===== src/rtl/anc_sequencer.sv =====
// anc_sequencer: drives LP -> ERR -> (LMS) -> FIR start strobes per ambient sample.
// Optional per-stage watchdog is enabled by defining ANC_SEQ_WATCHDOG_EN.
module anc_sequencer #(
  parameter int unsigned TIMEOUT_CYCLES = 2048
) (
  input  logic       clk_in,
  input  logic       rst_in,
  input  logic       sample_ready_in,
  input  logic       adapt_en_in,
  input  logic       clear_in,
  input  logic       lp_done_in,
  input  logic       err_done_in,
  input  logic       lms_done_in,
  input  logic       fir_done_in,
  output logic       lp_start_out,
  output logic       err_start_out,
  output logic       lms_start_out,
  output logic       fir_start_out,
  output logic       busy_out,
  output logic       frame_done_out,
  output logic [7:0] overrun_count_out,
  output logic       fault_out,
  output logic [1:0] fault_stage_out
);

  typedef enum logic [2:0] {
    S_IDLE, S_LP, S_ERR, S_LMS, S_FIR
  } state_t;

  state_t state_q;
  state_t state_nxt;
  state_t state_d;
  logic   lp_go, err_go, lms_go, fir_go;
  logic   done_go, accept, overrun, timeout;

  assign busy_out = (state_q != S_IDLE);

  // A done strobe is ignored while its own start strobe is still high.
  always_comb begin
    state_nxt = state_q;
    lp_go     = 1'b0;
    err_go    = 1'b0;
    lms_go    = 1'b0;
    fir_go    = 1'b0;
    done_go   = 1'b0;
    accept    = 1'b0;
    unique case (state_q)
      S_IDLE: begin
        if (sample_ready_in) begin
          state_nxt = S_LP;
          lp_go     = 1'b1;
          accept    = 1'b1;
        end
      end
      S_LP: begin
        if (lp_done_in && !lp_start_out) begin
          state_nxt = S_ERR;
          err_go    = 1'b1;
        end
      end
      S_ERR: begin
        if (err_done_in && !err_start_out) begin
          if (adapt_en_in) begin
            state_nxt = S_LMS;
            lms_go    = 1'b1;
          end else begin
            state_nxt = S_FIR;
            fir_go    = 1'b1;
          end
        end
      end
      S_LMS: begin
        if (lms_done_in && !lms_start_out) begin
          state_nxt = S_FIR;
          fir_go    = 1'b1;
        end
      end
      S_FIR: begin
        if (fir_done_in && !fir_start_out) begin
          done_go = 1'b1;
          if (sample_ready_in) begin
            state_nxt = S_LP;
            lp_go     = 1'b1;
            accept    = 1'b1;
          end else begin
            state_nxt = S_IDLE;
          end
        end
      end
      default: state_nxt = S_IDLE;
    endcase
  end

  assign state_d = timeout ? S_IDLE : state_nxt;
  assign overrun = sample_ready_in && busy_out && !accept;

  always_ff @(posedge clk_in or posedge rst_in) begin
    if (rst_in) begin
      state_q        <= S_IDLE;
      lp_start_out   <= 1'b0;
      err_start_out  <= 1'b0;
      lms_start_out  <= 1'b0;
      fir_start_out  <= 1'b0;
      frame_done_out <= 1'b0;
    end else begin
      state_q        <= state_d;
      lp_start_out   <= lp_go;
      err_start_out  <= err_go;
      lms_start_out  <= lms_go;
      fir_start_out  <= fir_go;
      frame_done_out <= done_go;
    end
  end

  // Clear acts before the increment, so clear plus overrun yields 1.
  always_ff @(posedge clk_in or posedge rst_in) begin
    if (rst_in) begin
      overrun_count_out <= 8'd0;
    end else if (clear_in) begin
      overrun_count_out <= overrun ? 8'd1 : 8'd0;
    end else if (overrun && overrun_count_out != 8'hFF) begin
      overrun_count_out <= overrun_count_out + 8'd1;
    end
  end

`ifdef ANC_SEQ_WATCHDOG_EN
  localparam logic [15:0] WdLast = 16'(TIMEOUT_CYCLES - 1);

  logic [15:0] wd_cnt_q;
  logic [1:0]  stage_code;
  logic        fault_q;
  logic [1:0]  fault_stage_q;

  assign timeout = busy_out && (state_nxt == state_q) &&
                   (wd_cnt_q == WdLast);

  always_comb begin
    stage_code = 2'd0;
    unique case (state_q)
      S_ERR:   stage_code = 2'd1;
      S_LMS:   stage_code = 2'd2;
      S_FIR:   stage_code = 2'd3;
      default: stage_code = 2'd0;
    endcase
  end

  always_ff @(posedge clk_in or posedge rst_in) begin
    if (rst_in) begin
      wd_cnt_q <= 16'd0;
    end else if (state_d != state_q || state_d == S_IDLE) begin
      wd_cnt_q <= 16'd0;
    end else begin
      wd_cnt_q <= wd_cnt_q + 16'd1;
    end
  end

  always_ff @(posedge clk_in or posedge rst_in) begin
    if (rst_in) begin
      fault_q       <= 1'b0;
      fault_stage_q <= 2'd0;
    end else if (timeout) begin
      fault_q       <= 1'b1;
      fault_stage_q <= stage_code;
    end else if (clear_in) begin
      fault_q <= 1'b0;
    end
  end

  assign fault_out       = fault_q;
  assign fault_stage_out = fault_stage_q;
`else
  localparam int unsigned unused_timeout = TIMEOUT_CYCLES;

  assign timeout         = 1'b0;
  assign fault_out       = 1'b0;
  assign fault_stage_out = 2'd0;
`endif

endmodule


===== config.mk =====
export PLATFORM = sky130hd
export DESIGN_NAME = anc_sequencer
export DESIGN_NICKNAME = d
export VERILOG_FILES = /design/src/rtl/anc_sequencer.sv
export SDC_FILE = /design/constraint.sdc
export NUM_CORES = 1
export LEC_CHECK = 0
export BUFFER_PORTS_ARGS = -buffer_cell sky130_fd_sc_hd__buf_2
export CORE_MARGIN = 2
export CORE_UTILIZATION = 54
export DETAILED_ROUTE_END_ITERATION = 8
export PLACE_DENSITY = 0.82
export SYNTH_ARGS = -nofsm -noshare
export SYNTH_HDL_FRONTEND = slang
export SYNTH_SLANG_ARGS = --single-unit

===== constraint.sdc =====
create_clock -name clk_in -period 2.55 [get_ports clk_in]
set_input_delay 0.1275 -clock clk_in [delete_from_list [all_inputs] [get_ports clk_in]]
set_output_delay 0.1275 -clock clk_in [all_outputs]
set_load 0.02 [all_outputs]

==> flow_metrics.env <==
export IMPL_power_frac_seq=0.418
export IMPL_drt_iter0_drc=54
export IMPL_num_antenna_cells=0
export IMPL_synth_compound_area_frac=0.189
export IMPL_grt_pass1_wl_mm=3.13
export IMPL_hpwl_mm=1.45
export IMPL_netlist_area_leader_share=0.434
export IMPL_grt_start_max_net_pins=17
export IMPL_setup_violations=0
export IMPL_grt_ovfl_total=0
export IMPL_nets=134
export IMPL_critPathBufInv=0
export IMPL_switching_share=0.423
export IMPL_synth_edff_count=0
export IMPL_first_pass_iters=4
export IMPL_regArea_um2=400
export IMPL_drt_wl_total_mm=2.03
export IMPL_p_per_area_nw_per_um2=907
export IMPL_hold_viol_final=0
export IMPL_synth_seq_cells=16
export IMPL_cts_buffer_depth=2
export IMPL_antenna_found_initial=0
export IMPL_io_buffers=22
export IMPL_synth_common_cells="16 x dfrtp_1, 10 x nor2_1, 7 x a21oi_1, 6 x nand3_1"
export IMPL_cts_buffers=3
export IMPL_yosysWarnings=0
export IMPL_synth_top_family_by_area="simple AND/OR/NAND/NOR gates"
export IMPL_multi_input_comb_area_um2=468
export IMPL_final_layout_size_suffix_gt1_frac=0.244
export IMPL_slowest_delay_ns=0.41
export IMPL_fmax_mhz=626
export IMPL_cp_required_ns=2.75
export IMPL_finalCriticalPeriod_ns=1.60
export IMPL_dieArea_um2=2050
export IMPL_netSwitchingPower_mw=0.406
export IMPL_place_congestion=0.782
export IMPL_die_h_um=45.3
export IMPL_initial_utilization=0.591
export IMPL_post_route_drc_count=0
export IMPL_synthTopCellsByArea="dfrtp_1 43%, a211oi_1 4.1%, nor2_1 4.1%"
export IMPL_worstMarginPinSlew_ns=0.625
export IMPL_fin_area_um2=1060
export IMPL_yosys_area_top_type="dfrtp_1"
export IMPL_netlist_area_um2=922
export IMPL_intPower_mw=0.552
export IMPL_root_buffer="clkbuf_4"
export IMPL_via_per_inst=6.21
export IMPL_placed_area_um2=1010
export IMPL_period_share=0.627
export IMPL_synthSimpleGateAreaFrac=0.270
export IMPL_post_drt_wl_per_cell_um=14.6
export IMPL_grtUsageTotal=0.217
export IMPL_ir_drop_mv=0.632
export IMPL_power_frac_comb=0.403
export IMPL_critPathCaptureType="flip-flop"
export IMPL_cts_tree="built"
export IMPL_via_count=863
export IMPL_yosysSeqAreaShare=0.434
export IMPL_netlist_cell_type_count=35
export IMPL_ys_flop_type="dfrtp_1"
export IMPL_hold_path_class="in2reg"
export IMPL_cts_setup_buffers=0
export IMPL_outcome="completed"
export IMPL_crit_fanout=7
export IMPL_crit_chain="ha_1 -> nand3_1 -> a211oi_1 -> mux2_2"
export IMPL_syn_mean_instance_area_um2=9.13
export IMPL_insertion_delay_ns=0.30
export IMPL_crit_family="flip-flops"
export IMPL_reg2reg_slack_ns=0.95
export IMPL_post_cts_resized=0
export IMPL_htreeDepth=1
export IMPL_synthAdderAreaFrac=0.0136
export IMPL_synthCells=101
export IMPL_grt_pass1_vias=704
export IMPL_die_w_um=45.3
export IMPL_fin_skew_ns=0.00922
export IMPL_synthMuxAreaShare=0.0231
export IMPL_cp_data_arrival_time_ns=1.79
export IMPL_worst_setup_path_type="reg2reg"
export IMPL_finalSetupTns_ns=0
export IMPL_ant_nets=0
export IMPL_relSlewSlack=0.583
export IMPL_row_count=14
export IMPL_cts_hold_buffers_added=1
export IMPL_crit_path_start_kind="flip-flop"
export IMPL_fillers=130
export IMPL_core_area_um2=1560
export IMPL_synth_xor_area_share=0
export IMPL_async_flop_share=1.00
export IMPL_clk_pin_slew_worst_paths_ns=0.10
export IMPL_cts_sink_count=16
export IMPL_cpMaxStageDelayCell="dfrtp_1"
export IMPL_area_delta_synth_final_pct=14.5
export IMPL_io_pins=26
export IMPL_final_max_slew_violation_count=0
export IMPL_clockPowerShare=0.179
export IMPL_p_leak_nw=0.511
export IMPL_maxCapViolCount=0
export IMPL_rsz0062_at_grt="false"
export IMPL_p_total_mw=0.958
export IMPL_synth_most_common_cell="dfrtp_1"
## final cells by class
cell class                      instances  share of cell area
Multi-Input combinational cell         77               0.443
Sequential cell                        16               0.379
Tap cell                               16              0.0190
Clock buffer                            4              0.0344
Inverter                                3              0.0107
Timing Repair Buffer                   23               0.114
## routing by layer
| layer | share of wire | global-route usage | up-vias |
|---|---|---|---|
| li1 | - | - | 408 |
| met1 | 0.41 | 0.290 | 392 |
| met2 | 0.47 | 0.357 | 56 |
| met3 | 0.10 | 0.0360 | 7 |
| met4 | 0.021 | 0.0706 | 0 |
| met5 | 0 | 0 | - |
## per-stage QoR
stage | setup slack [ns] | cells | utilization | hold slack (ns)
after floorplan | 1.01 | 103 | - | 0.0412
after global placement | 1.03 | 134 | 0.648 | 0.231
after detailed placement | 0.972 | 134 | 0.648 | 0.232
after CTS | 0.962 | 139 | 0.677 | 0.101
after global routing | 0.868 | 139 | 0.677 | 0.109
final | 0.952 | 139 | 0.677 | 0.103
## worst min-delay path, cell delays in order
cell and delay [ns]:
buf_2 0.13, nand2_1 0.06, a21oi_1 0.05
## path summary, 6_finish.rpt
path,startpoint,end,cells past startpoint
setup reg to reg,overrun_count_out[0],overrun_count_out[4],4
hold reg to reg,lp_start_out,err_start_out,2
max in group asynchronous,rst_in,state_q[2],3
hold / removal,sample_ready_in,lp_start_out,3
setup / recovery,overrun_count_out[0],overrun_count_out[4],4
min in group asynchronous,rst_in,overrun_count_out[4],3
## registers in the layout (all words and copies together), names as in the netlist
signal,flops
frame_done_out,1
overrun_count_out,8
err_start_out,1
fir_start_out,1
state_q,3
lp_start_out,1
lms_start_out,1
## power groups by stage
stage	logic [mW]	clock network (mW)	registers [mW]
after floorplan	0.315	0	0.391
final	0.386	0.171	0.400
after detailed placement	0.382	0	0.403
after global routing	0.424	0.182	0.412
after global placement	0.370	0	0.396
after CTS	0.388	0.173	0.399
## cells by family (layout without fill, tap and decap cells)
logic type | after synthesis | count (layout)
mux | 2 | 2
fa+ha+maj | 1 | 1
flops | 16 | 16
buf+inv | 10 | 30
compound gates | 25 | 25
other cells | 1 | 3
simple gates | 46 | 46
## layout by cell type (no fill, tap or decap), drive strengths merged, types with 2 or more instances in the layout
cell / instances
dfrtp: 16
buf: 22
nand2b: 3
nor2: 10
nand3b: 3
a211oi: 5
nor4: 2
nand3: 6
a41o: 2
o21ai: 4
conb: 3
nor2b: 5
a21oi: 7
clkbuf: 4
inv: 3
o211ai: 2
or3: 2
and3: 2
o31ai: 2
nand2: 6
nor3: 3
(Power assumes the default switching activity.)
